===== config.mk =====
export PLATFORM = sky130hd
export DESIGN_NAME = st_frame_capture
export DESIGN_NICKNAME = d
export VERILOG_FILES = /design/src/rtl/st_frame_capture.sv
export SDC_FILE = /design/constraint.sdc
export NUM_CORES = 1
export LEC_CHECK = 0
export BUFFER_PORTS_ARGS = -buffer_cell sky130_fd_sc_hd__buf_2
export CAP_MARGIN = 20
export CORE_MARGIN = 5
export CORE_UTILIZATION = 45
export DETAILED_ROUTE_END_ITERATION = 10
export PLACE_DENSITY = 0.71
export SYNTH_ARGS = -nofsm -noshare
export SYNTH_HDL_FRONTEND = slang
export SYNTH_SLANG_ARGS = --single-unit

===== constraint.sdc =====
create_clock -name clk -period 4.5 [get_ports clk]
set_input_delay 0.9 -clock clk [delete_from_list [all_inputs] [get_ports clk]]
set_output_delay 0.9 -clock clk [all_outputs]
set_load 0.03 [all_outputs]

===== src/rtl/st_frame_capture.sv =====
// Captures one Avalon-ST video frame on request and streams it as RGB565 writes
// into an SDRAM write FIFO, flagging short frames and holding a completion level.
module st_frame_capture #(
  parameter int H_ACTIVE = 640,
  parameter int V_ACTIVE = 480
) (
  input  logic        clk,
  input  logic        reset_n,
  input  logic        capture_req,
  input  logic [23:0] st_data,
  input  logic        st_valid,
  input  logic        st_sop,
  input  logic        st_eop,
  output logic        st_ready,
  input  logic        wr_full,
  output logic        wr_req,
  output logic [15:0] wr_data,
  output logic        img_captured,
  output logic        frame_error,
  output logic [18:0] pixel_count,
  output logic [1:0]  state_dbg
);

  // Stream handshake: a beat transfers on a rising edge where st_valid and
  // st_ready are both high; st_ready never waits on st_valid.
  localparam logic [18:0] PIX_MAX = 19'(H_ACTIVE * V_ACTIVE);

  typedef enum logic [1:0] {IDLE, ARMED, CAPTURE, DONE} state_t;

  state_t      state_q, state_d;
  logic        ready_en_q;
  logic        accept;
  logic        is_video_sop;
  logic        wr_req_d;
  logic        img_d;
  logic        err_d;
  logic [18:0] count_d;
  logic        unused_bits;

  assign unused_bits = ^{st_data[18:16], st_data[9:8]};
  assign state_dbg   = state_q;

  // ready_en keeps st_ready low during reset and for the edge that releases it.
  assign st_ready     = ready_en_q & ((state_q == CAPTURE) ? ~wr_full : 1'b1);
  assign accept       = st_valid & st_ready;
  assign is_video_sop = accept & st_sop & (st_data[3:0] == 4'h0);

  always_comb begin
    state_d  = state_q;
    count_d  = pixel_count;
    img_d    = img_captured;
    err_d    = 1'b0;
    wr_req_d = 1'b0;
    case (state_q)
      IDLE: begin
        count_d = '0;
        if (capture_req) state_d = ARMED;
      end
      ARMED: begin
        if (is_video_sop) state_d = CAPTURE;
      end
      CAPTURE: begin
        if (accept && st_sop) begin
          // A new packet before EOP abandons the frame; the SOP is judged as if armed.
          err_d   = 1'b1;
          count_d = '0;
          state_d = is_video_sop ? CAPTURE : ARMED;
        end else if (accept) begin
          if (pixel_count < PIX_MAX) begin
            wr_req_d = 1'b1;
            count_d  = pixel_count + 19'd1;
          end
          if (st_eop) begin
            if (count_d == PIX_MAX) begin
              state_d = DONE;
              img_d   = 1'b1;
            end else begin
              err_d   = 1'b1;
              count_d = '0;
              state_d = ARMED;
            end
          end
        end
      end
      DONE: begin
        if (capture_req) begin
          state_d = ARMED;
          img_d   = 1'b0;
          count_d = '0;
        end
      end
      default: state_d = IDLE;
    endcase
  end

  always_ff @(posedge clk or negedge reset_n) begin
    if (!reset_n) begin
      state_q      <= IDLE;
      ready_en_q   <= 1'b0;
      wr_req       <= 1'b0;
      wr_data      <= '0;
      img_captured <= 1'b0;
      frame_error  <= 1'b0;
      pixel_count  <= '0;
    end else begin
      state_q      <= state_d;
      ready_en_q   <= 1'b1;
      wr_req       <= wr_req_d;
      img_captured <= img_d;
      frame_error  <= err_d;
      pixel_count  <= count_d;
      if (wr_req_d) wr_data <= {st_data[23:19], st_data[15:10], st_data[7:3]};
    end
  end

endmodule


==> After elaboration in Yosys (flattened, before gate mapping) <==
Cells that the tools add are included.
{ "word_totals": {"memories": 0, "mem_bits_rw": 0, "mem_bits_ro": 0, "register_bits": 41, "input_bits": 31, "latch_bits": 0, "word_cells": 70, "output_inout_bits": 41} }
{ "op_classes": {"bitwise": 5, "reduce_logical": 9, "eq_ne": 13, "n_addsub": 1, "mul": 0, "n_div": 0, "n_mux": 34, "magnitude_cmp": 1, "shifts": 0} }
{ "op_table": {"columns": ["cell", "count"], "rows": [
  ["$mux W19", 9],
  ["$pmux W19 S3", 1],
  ["$add A19 B1 Y19 const B", 1],
  ["$eq A19 B19 Y1 const B", 1],
  ["$lt A19 B19 Y1 const B", 1],
  ["$mux W1", 15],
  ["$mux W2", 7],
  ["$ne A2 B2 Y1 const B", 5],
  ["$ne A3 B2 Y1 const B", 2],
  ["$pmux W2 S3", 1],
  ["$reduce_and A6 Y1", 1],
  ["$and A1 B1 Y1", 4],
  ["$eq A2 B2 Y1 const B", 2],
  ["$logic_not A4 Y1", 1],
  ["$ne A2 B1 Y1 const B", 2],
  ["$reduce_and A4 Y1", 1],
  ["$reduce_and A3 Y1", 1],
  ["$reduce_bool A3 Y1", 1],
  ["$eq A2 B1 Y1 const B", 1],
  ["$logic_not A2 Y1", 1],
  ["$pmux W1 S2", 1],
  ["$reduce_bool A2 Y1", 1],
  ["$reduce_or A2 Y1", 1],
  ["$logic_and A1 B1 Y1", 1],
  ["$not A1 Y1", 1]
]} }

==> Longest topological paths before layout <==
Gate-level depths: netlist of run 1.
{ "depth": {"depth_word": 13, "ltp_mapped": 13, "mapped_depth_nobuf": 10} }

==> Worst setup path after synthesis of run 1 <==
Ideal clock, no wire load.
{ "synth_path": {"path_type": "register to register", "from": "register state_q[0], in the netlist state_dbg[0]", "to": "register wr_data[15]", "stages_incl_launch_ff": 11, "synth_period_minus_slack_ns": 3.742, "path_buffers": 3, "setup_ns": 0.125, "arrival_ns": 3.617, "required_ns": 4.375, "path_slack_ns": 0.758, "path_cell_list": "dfrtp_1 inv_1 ha_1 clkbuf_1 a21boi_0 and2_1 clkbuf_1 nand2_1 nor3_1 buf_2 mux2_2"} }
{ "synth_between": {"elab_chain_cells": 7, "elab_cells_between_ends": 8, "cone_classes": "1 x eq/ne; 4 x mux; 2 x bitwise; 1 x reduce/logical"} }
{ "synth_rtl": {"columns": ["item", "line", "text"], "rows": [
  ["start: declaration", "30", "state_t state_q, state_d;"],
  ["start signal: assignment", "106", "state_q <= state_d;"],
  ["$eq A2 B2 Y1 (*)", "44", "assign st_ready = ready_en_q & ((state_q == CAPTURE) ? ~wr_full : 1'b1);"],
  ["$mux W1 (*)", "44", null],
  ["$and A1 B1 Y1 (*)", "44", null],
  ["via st_ready", "14", "output logic st_ready,"],
  ["$and A1 B1 Y1 (*)", "45", "assign accept = st_valid & st_ready;"],
  ["$mux W1 or $logic_and A1 B1 Y1 (tied branches)", "68, 63", null],
  ["$mux W1 (*)", "63", "if (accept && st_sop) begin"],
  ["$mux W1 (*)", "54", "case (state_q)"],
  ["via wr_req_d", "34", "logic wr_req_d;"],
  ["end signal: assignment", "112", "if (wr_req_d) wr_data <= {st_data[23:19], st_data[15:10], st_data[7:3]};"],
  ["end: declaration", "17", "output logic [15:0] wr_data,"]
]} }
The timed path passes the listed nets; every way through them passes the cells marked *.
A chain may end at the register's enable or synchronous reset.

==> Worst setup path after layout of run 1 <==
{ "layout_path": {"from": "register pixel_count[0]", "to": "register pixel_count[4]"} }
{ "layout_between": {"elab_chain_cells": 11, "elab_cells_between_ends": 12, "cone_classes": "1 x add/sub; 1 x order compare; 1 x eq/ne; 9 x mux"} }
{ "layout_rtl": {"columns": ["item", "line", "text"], "rows": [
  ["start: declaration", "20", "output logic [18:0] pixel_count,"],
  ["start signal: assignment", "111", "pixel_count <= count_d;"],
  ["$add A19 B1 Y19 or $lt A19 B19 Y1 (tied branches)", "71, 69", null],
  ["$mux W19 (*)", "69", "if (pixel_count < PIX_MAX) begin"],
  ["$mux W19 (*)", "68", "end else if (accept) begin"],
  ["$mux W19 (*)", "63", null],
  ["$mux W19 (*)", "54", null],
  ["$eq A19 B19 Y1", "74", "if (count_d == PIX_MAX) begin"],
  ["$mux W19", "74", null],
  ["$mux W19 (*)", "73", "if (st_eop) begin"],
  ["$mux W19 (*)", "68", null],
  ["$mux W19 (*)", "63", null],
  ["$pmux W19 S3 (*)", "54", null]
]} }
Mark *: on every way between the ends. The rest lies on a longest branch, timed or not. The select of a mux whose other input is x is not followed.

==> flow_metrics.tcl, run 1 <==
set metrics [dict create \
    status "complete, no violations" \
    ctsHoldBuffers 0 \
    drt_iter0_markers 213 \
    num_rows 27 \
    comb_power_share 0.466 \
    drv_slew 0 \
    irDropWorstVdd_mv 0.389 \
    dieArea_um2 7150 \
    yosysTopAreaCellShare 0.410 \
    ant_nets 0 \
    n_antenna_cell 0 \
    crit_required_ns 4.74 \
    crit_type "flip-flop to flip-flop" \
    critical_path.max_fanout 13 \
    hold_path_depth 1 \
    antenna_found_initial 0 \
    dpl.cell_count 397 \
    cts-htree-levels 2 \
    rrSetupSlack_ns 0.97 \
    grt_max_degree 42 \
    fin_nets 368 \
    max_freq_mhz 283 \
    die_height_um 84.5 \
    p_seq_frac 0.337 \
    cp.arrival_ns 3.77 \
    core_area_um2 5440 \
    ys_warn_count 0 \
    remaining_drc_errors 0 \
    hold_class "flip-flop to flip-flop" \
    p_int_uw 880 \
    synthTopCellsByCount "dfrtp_1, nand2_1, mux2_2, o21ai_0, inv_1" \
    setup-tns-final_ns 0 \
    period_needed_ns 3.53 \
    synth-edff-count 0 \
    avgSynthCellArea_um2 9.33 \
    numCtsBuffers 5 \
    clkTransAtPathRegs_ns 0.09 \
    tritoncts "yes" \
    setup-violations-final 0 \
    synth_seq_area_share 0.410 \
    port_buffers 66 \
    grt_pass1_vias 2230 \
    hold_viol_final 0 \
    io_pins 72 \
    post-route-period-util 0.784 \
    syn_to_final_growth_pct 20.2 \
    synthCells 268 \
    totalWireLength_um 6250 \
    worst_setup_path_start_kind "flip-flop" \
    worst_slack_ns 0.971 \
    insertion_delay_ns 0.30 \
    yosysMostFrequentCell "dfrtp_1" \
    drive_above_1_share 0.324 \
    initial_core_util 0.460 \
    postCtsResizedCells 0 \
    nFillCells 509 \
    leakagePower_nw 1.39 \
    reg2reg_depth 10 \
    grt_overflow 0 \
    worst_slew_pin_slew_ns 0.901 \
    track_usage 0.179 \
    via_per_inst 5.60 \
    final_cells 405 \
    clock-root-buffer "clkbuf_8" \
    yosys.area.top_type "dfrtp_1" \
    hold_start "wr_data[14]" \
    switching_share 0.434 \
    timing.rr.start "pixel_count[0]" \
    place.gp.congestion 0.833 \
    power_frac_clock 0.196 \
    avgRoutedWirePerCell_um 15.4 \
    drv_cap 0 \
    hpwl_um 4670 \
    synth_area_um2 2500 \
    first_pass_iters 4 \
    skew_ns 0.0145 \
    rsz0062_at_grt "false" \
    die_x_um 84.5 \
    final_util 0.552 \
    grt_pass1_wl_um 10500 \
    synthFlopType "dfrtp_1" \
    placed_area_um2 2890 \
    p_total_mw 1.56 \
    final_area_um2 3000 \
    end_kind "flip-flop" \
    vias 2267 \
    holdPathEnd "wr_data[14]" \
    synthArstFlopShare 1.00 \
    worstReg2RegEnd "pixel_count[4]" \
    hold_ws_ns 0.506 \
    pre_cts_ws_ns 1.02 \
    synth_seq_cells 41 \
    cts_setup_buffers 0 \
    clockBufferDepth 2 \
    synth_area_leaders "dfrtp_1, mux2_2, o21ai_0" \
    relSlewSlack 0.399 \
    powerDensity_nw_per_um2 518 \
    clock-sinks 41 \
    syn_nets 304 \
    ys_types 58 \
    p_switching_uw 675 \
]
## cell type report
cell class | instances | area, um2 | share of cell area
multi-input cells | 197 | 1350 | 0.448
flip-flops and latches | 41 | 1030 | 0.342
repair buffers | 71 | 368 | 0.122
well taps | 72 | 90.1 | 0.0300
clock buffers | 5 | 68.8 | 0.0229
inverters | 16 | 60.1 | 0.0200
clock inverters | 3 | 46.3 | 0.0154
## how the worst max path moves through the flow
stage	slack (ns)	to	cells after the start	from
after floorplan	0.76	wr_data[15]	10	state_dbg[0]
final	0.97	pixel_count[4]	10	pixel_count[0]
after global routing	0.70	pixel_count[4]	10	pixel_count[0]
after CTS	0.96	pixel_count[4]	10	pixel_count[0]
after detailed placement	1.02	pixel_count[4]	10	pixel_count[0]
after global placement	1.06	pixel_count[4]	10	pixel_count[0]
## kinds of logic (layout without fill, tap and decap cells)
group	count (synthesis)	count (layout)	synth area share
simple gates	95	95	0.210
fa+ha+maj	5	5	0.0250
buf+inv	30	95	0.0536
compound gates	74	74	0.204
flops	41	41	0.410
other cells	1	1	0.00150
xor+xnor	3	3	0.0105
mux	19	19	0.0846
## routing by layer
layer | share of wire | track usage | wire length, um | vias up
met5 | 0 | 0 | 0 | -
met2 | 0.45 | 0.287 | 2840 | 95
met3 | 0.097 | 0.0559 | 608 | 6
met1 | 0.44 | 0.236 | 2750 | 1052
met4 | 0.0090 | 0.0432 | 56 | 0
li1 | - | - | - | 1114
## worst max-delay path: stages, from the launching register on
cell      delay [ns]
dfrtp_1         0.49
ha_1            0.29
and3_1          0.26
and2_1          0.20
o32ai_1         0.32
a2bb2o_4        0.25
or4b_4          0.51
o31ai_4         0.49
buf_4           0.29
and2_1          0.20
a22o_1          0.16
## flip-flops by register name (all words and copies together) (netlist names)
| register | flops |
|---|---|
| ready_en_q | 1 |
| pixel_count | 19 |
| wr_data | 16 |
| img_captured | 1 |
| wr_req | 1 |
| state_dbg | 2 |
| frame_error | 1 |
## power groups by stage
stage | registers, mW | clock network [mW] | logic, mW
5_1_grt | 0.543 | 0.327 | 0.794
3_5_place_dp | 0.533 | 0 | 0.728
2_1_floorplan | 0.704 | 0 | 0.340
3_3_place_gp | 0.526 | 0 | 0.711
4_1_cts | 0.527 | 0.312 | 0.731
6_report | 0.525 | 0.305 | 0.726
## placed cells by master (no fill, tap or decap), types with 2 or more instances in the layout
cell,netlist,final
a31oi_1,2,2
o21ai_0,17,17
nand4_1,8,8
clkbuf_8,0,5
nor3_1,3,2
xnor2_1,2,2
a21boi_0,2,2
ha_1,5,5
o21ai_1,6,6
a21oi_1,13,13
o211ai_1,4,4
mux2_2,17,17
o32ai_1,2,2
or3_1,3,3
o31ai_1,3,3
a41oi_1,2,2
nor2_1,13,13
nand2_1,19,19
and2_1,8,8
dfrtp_1,41,41
buf_4,1,5
a22o_1,3,3
o22ai_1,3,3
and3_1,7,7
nor3b_1,2,2
nand3_1,13,13
buf_2,8,66
inv_1,15,15
or4_1,2,2
and4_1,4,4
a21o_1,4,4
nor4_1,5,5
mux2i_1,2,2
No activity file was read; power rests on OpenSTA's default activity.
==> inputs of run 2 (changes only) <==
==> constraint.sdc (replaced) <==
create_clock -name clk -period 3.7 [get_ports clk]
set_input_delay 0.74 -clock clk [delete_from_list [all_inputs] [get_ports clk]]
set_output_delay 0.74 -clock clk [all_outputs]
set_load 0.03 [all_outputs]
==> flow_metrics.tcl, run 2 (synthesis gave the netlist of run 1 again) <==
set metrics [dict create \
    first_pass_iters 6 \
    clock-root-buffer "clkbuf_8" \
    cpPeakStageDelay_ns 0.51 \
    ant_nets 0 \
    cpMaxStageDelayCell "or4b_4" \
    period_needed_ns 3.28 \
    syn_to_final_growth_pct 20.7 \
    core_area_um2 5440 \
    vias 2325 \
    drv_cap 0 \
    fin_nets 369 \
    skew_ns 0.00516 \
    cp.arrival_ns 3.52 \
    crit_family "simple AND/OR/NAND/NOR gates" \
    critical_path.max_fanout 22 \
    largest_register_ffs 19 \
    hold_ws_ns 0.507 \
    die_height_um 84.5 \
    hpwl_um 4710 \
    end_kind "flip-flop" \
    initial_core_util 0.460 \
    nFillCells 522 \
    crit_type "flip-flop to flip-flop" \
    remaining_drc_errors 0 \
    post-route-period-util 0.885 \
    grt_max_degree 42 \
    port_buffers 66 \
    clockBufferDepth 2 \
    path_cells "ha_1, and3_1, and2_1, o32ai_1, a2bb2o_4, or4b_4, o31ai_4, buf_4, and2_1, a22o_1" \
    hold_viol_final 0 \
    hold_class "flip-flop to flip-flop" \
    insertion_delay_ns 0.30 \
    clock-sinks 41 \
    cts-htree-levels 2 \
    crit_required_ns 3.94 \
    drt_iter0_markers 133 \
    n_antenna_cell 0 \
    multi_input_area_um2 1350 \
    antenna_found_initial 0 \
    irDropWorstVdd_mv 0.446 \
    setup-tns-final_ns 0 \
    die_x_um 84.5 \
    status "complete, no violations" \
    max_freq_mhz 305 \
    cts_setup_buffers 0 \
    path_buf_inv 1 \
    io_pins 72 \
    rrSetupSlack_ns 0.42 \
    regMostFlops "pixel_count" \
    via_per_inst 5.73 \
    final_common_cell "buf_2" \
    avgRoutedWirePerCell_um 15.8 \
    drive_above_1_share 0.326 \
    postCtsResizedCells 0 \
    worst_slack_ns 0.424 \
    register_area_um2 1030 \
    place.gp.congestion 0.891 \
    powerDensity_nw_per_um2 632 \
    ctsHoldBuffers 0 \
    cpMostUsedCell "and2_1" \
    numCtsBuffers 5 \
    setup-violations-final 0 \
    drv_slew 0 \
    tritoncts "yes" \
    rsz0062_at_grt "false" \
    worst_slew_pin_slew_ns 0.918 \
    grt_overflow 0 \
    clkTransAtPathRegs_ns 0.08 \
    grt_pass1_vias 2268 \
    grt_pass1_wl_um 10900 \
    final_cells 406 \
    num_rows 27 \
    final_cell_mix "buf_2, dfrtp_1, nand2_1" \
    leakagePower_nw 1.40 \
    relSlewSlack 0.388 \
    worst_setup_path_start_kind "flip-flop" \
    totalWireLength_um 6410 \
    dpl.cell_count 398 \
    pre_cts_ws_ns 0.455 \
    dieArea_um2 7150 \
    track_usage 0.185 \
]
[run 2: cell type report]
cell class | count | share of cell area
Tap cell | 72 | 0.0299
Timing Repair Buffer | 72 | 0.124
Inverter | 16 | 0.0199
Clock inverter | 2 | 0.0124
Sequential cell | 41 | 0.340
Clock buffer | 6 | 0.0274
Multi-Input combinational cell | 197 | 0.446
[run 2: final timing paths]
check	cells past startpoint	to	startpoint
min in group asynchronous	1	pixel_count[2]	reset_n
min	1	wr_data[5]	wr_data[5]
min reg2reg	1	wr_data[5]	wr_data[5]
max reg2reg	10	pixel_count[13]	pixel_count[0]
max	10	pixel_count[13]	pixel_count[0]
max in group asynchronous	1	pixel_count[5]	reset_n
[run 2: where the power goes]
part	internal [mW]	switching [mW]	leakage [nW]
clock network	0.219	0.166	0.0574
logic	0.310	0.574	0.801
registers	0.560	0.0788	0.541
total	1.09	0.818	1.40
[run 2: layer usage]
metal	vias up	global-route usage	wire (um)	part of all wire
met1	1122	0.246	2890	0.45
li1	1121	-	-	-
met2	75	0.276	2840	0.44
met4	0	0.0576	75	0.012
met3	7	0.0716	601	0.094
met5	-	0	0	0
[run 2: per-stage QoR]
step | util | area (um2) | total power, mW
after floorplan | - | 2500 | 1.27
after global placement | 0.533 | 2900 | 1.50
after detailed placement | 0.533 | 2900 | 1.53
after CTS | 0.555 | 3020 | 1.92
after global routing | 0.555 | 3020 | 2.04
final | 0.555 | 3020 | 1.91
==> inputs of run 3 (changes only) <==
--- a/config.mk
+++ b/config.mk
@@ -8,9 +8,9 @@
 export BUFFER_PORTS_ARGS = -buffer_cell sky130_fd_sc_hd__buf_2
 export CAP_MARGIN = 20
 export CORE_MARGIN = 5
-export CORE_UTILIZATION = 45
+export CORE_UTILIZATION = 51
 export DETAILED_ROUTE_END_ITERATION = 10
-export PLACE_DENSITY = 0.71
+export PLACE_DENSITY = 0.79
 export SYNTH_ARGS = -nofsm -noshare
 export SYNTH_HDL_FRONTEND = slang
 export SYNTH_SLANG_ARGS = --single-unit
==> flow_metrics.tcl, run 3 (synthesis gave the netlist of run 1 again) <==
set metrics [dict create \
    postCtsResizedCells 0 \
    end_kind "flip-flop" \
    cpMostUsedCell "buf_4" \
    drv_cap 0 \
    post-route-period-util 0.886 \
    dieArea_um2 6400 \
    regMostFlops "pixel_count" \
    status "complete, no violations" \
    cpMaxStageDelayCell "o21ai_1" \
    insertion_delay_ns 0.30 \
    comb_power_share 0.488 \
    port_buffers 66 \
    final_common_cell "buf_2" \
    path_cells "a21oi_2, o21ai_1, buf_4, nor3_1, a211oi_1, or4b_4, o31ai_4, buf_4, and2_1, a22o_1" \
    syn_to_final_growth_pct 20.0 \
    powerDensity_nw_per_um2 611 \
    switching_share 0.447 \
    drt_iter0_markers 141 \
    die_x_um 80.0 \
    max_freq_mhz 305 \
    ctsHoldBuffers 0 \
    antenna_found_initial 0 \
    p_switching_uw 819 \
    clock-root-buffer "clkbuf_8" \
    grt_pass1_vias 2362 \
    final_cell_mix "buf_2, dfrtp_1, nand2_1" \
    drv_slew 0 \
    first_pass_iters 4 \
    clockBufferDepth 2 \
    hold_viol_final 0 \
    cts_setup_buffers 0 \
    period_needed_ns 3.28 \
    num_rows 25 \
    vias 2355 \
    hold_class "flip-flop to flip-flop" \
    clock-sinks 41 \
    setup-violations-final 0 \
    tritoncts "yes" \
    leakagePower_nw 1.40 \
    remaining_drc_errors 0 \
    relSlewSlack 0.416 \
    grt_pass1_wl_um 10800 \
    io_pins 72 \
    setup-tns-final_ns 0 \
    via_per_inst 5.84 \
    totalWireLength_um 6240 \
    p_seq_frac 0.345 \
    initial_core_util 0.526 \
    placed_area_um2 2910 \
    place.gp.congestion 0.917 \
    reg2reg_depth 10 \
    cp.arrival_ns 3.52 \
    grt_max_degree 42 \
    clkTransAtPathRegs_ns 0.09 \
    critical_path.max_fanout 12 \
    track_usage 0.210 \
    drive_above_1_share 0.330 \
    avgRoutedWirePerCell_um 15.5 \
    hold_path_depth 1 \
    irDropWorstVdd_mv 0.416 \
    cpPeakStageDelay_ns 0.67 \
    largest_register_ffs 19 \
    fin_nets 371 \
    core_area_um2 4750 \
    p_int_mw 1.01 \
    dpl.cell_count 395 \
    grt_overflow 0 \
    nFillCells 428 \
    ant_nets 0 \
    numCtsBuffers 5 \
    worst_slew_pin_slew_ns 0.876 \
    die_height_um 80.0 \
    final_cells 403 \
    power_frac_clock 0.168 \
    hpwl_um 4660 \
    worst_setup_path_start_kind "flip-flop" \
    crit_required_ns 3.94 \
    final_util 0.631 \
    n_antenna_cell 0 \
    p_total_mw 1.83 \
    crit_type "flip-flop to flip-flop" \
    cts-htree-levels 2 \
    rsz0062_at_grt "false" \
    final_area_um2 3000 \
    skew_ns 0.00918 \
]
run 3: cell count changes in the layout (fill, tap and decap cells not counted), sizes merged:
cell and change:
inv +1, bufinv -1, clkbuf -1, buf +2, clkinv +1
run 3: worst max-delay path, delay by kind of cell, from the launching register on:
family,cells,cell delay [ns]
compound gates,5,1.47
simple gates,3,0.79
flops,1,0.51
buf+inv,2,0.46
run 3: per-layer routing:
layer	vias up	share of wire	global-route usage
met5	-	0	0
met2	111	0.46	0.331
met3	15	0.094	0.0756
met1	1103	0.42	0.262
li1	1126	-	-
met4	0	0.021	0.0845
run 3: power by group through the flow:
stage | clock network [mW] | logic [mW] | registers [mW]
after detailed placement | 0 | 0.895 | 0.638
after global routing | 0.342 | 0.969 | 0.649
final | 0.307 | 0.894 | 0.631
after global placement | 0 | 0.873 | 0.632
after floorplan | 0 | 0.414 | 0.856
after CTS | 0.318 | 0.897 | 0.632
run 3: path summary, 6_finish.rpt:
path,startpoint,to,slack [ns]
max,pixel_count[12],pixel_count[13],0.42
min,wr_data[3],wr_data[3],0.51
max reg2reg,pixel_count[12],pixel_count[13],0.42
min reg2reg,wr_data[3],wr_data[3],0.51
max in group asynchronous,reset_n,pixel_count[12],2.59
min in group asynchronous,reset_n,pixel_count[18],0.54
run 3: metrics by stage:
step	hold slack (ns)	setup WS (ns)
2_1_floorplan	0.444	0.237
6_report	0.507	0.421
3_5_place_dp	0.491	0.484
4_1_cts	0.511	0.450
3_3_place_gp	0.484	0.552
5_1_grt	0.531	0.171
run 3: area by class of cell:
type	count	area, um2	area share
clock buffers	5	68.8	0.0229
clock inverters	3	25.0	0.00834
inverters	16	60.1	0.0200
multi-input cells	197	1350	0.448
flip-flops and latches	41	1030	0.342
well taps	67	83.8	0.0280
repair buffers	74	390	0.130
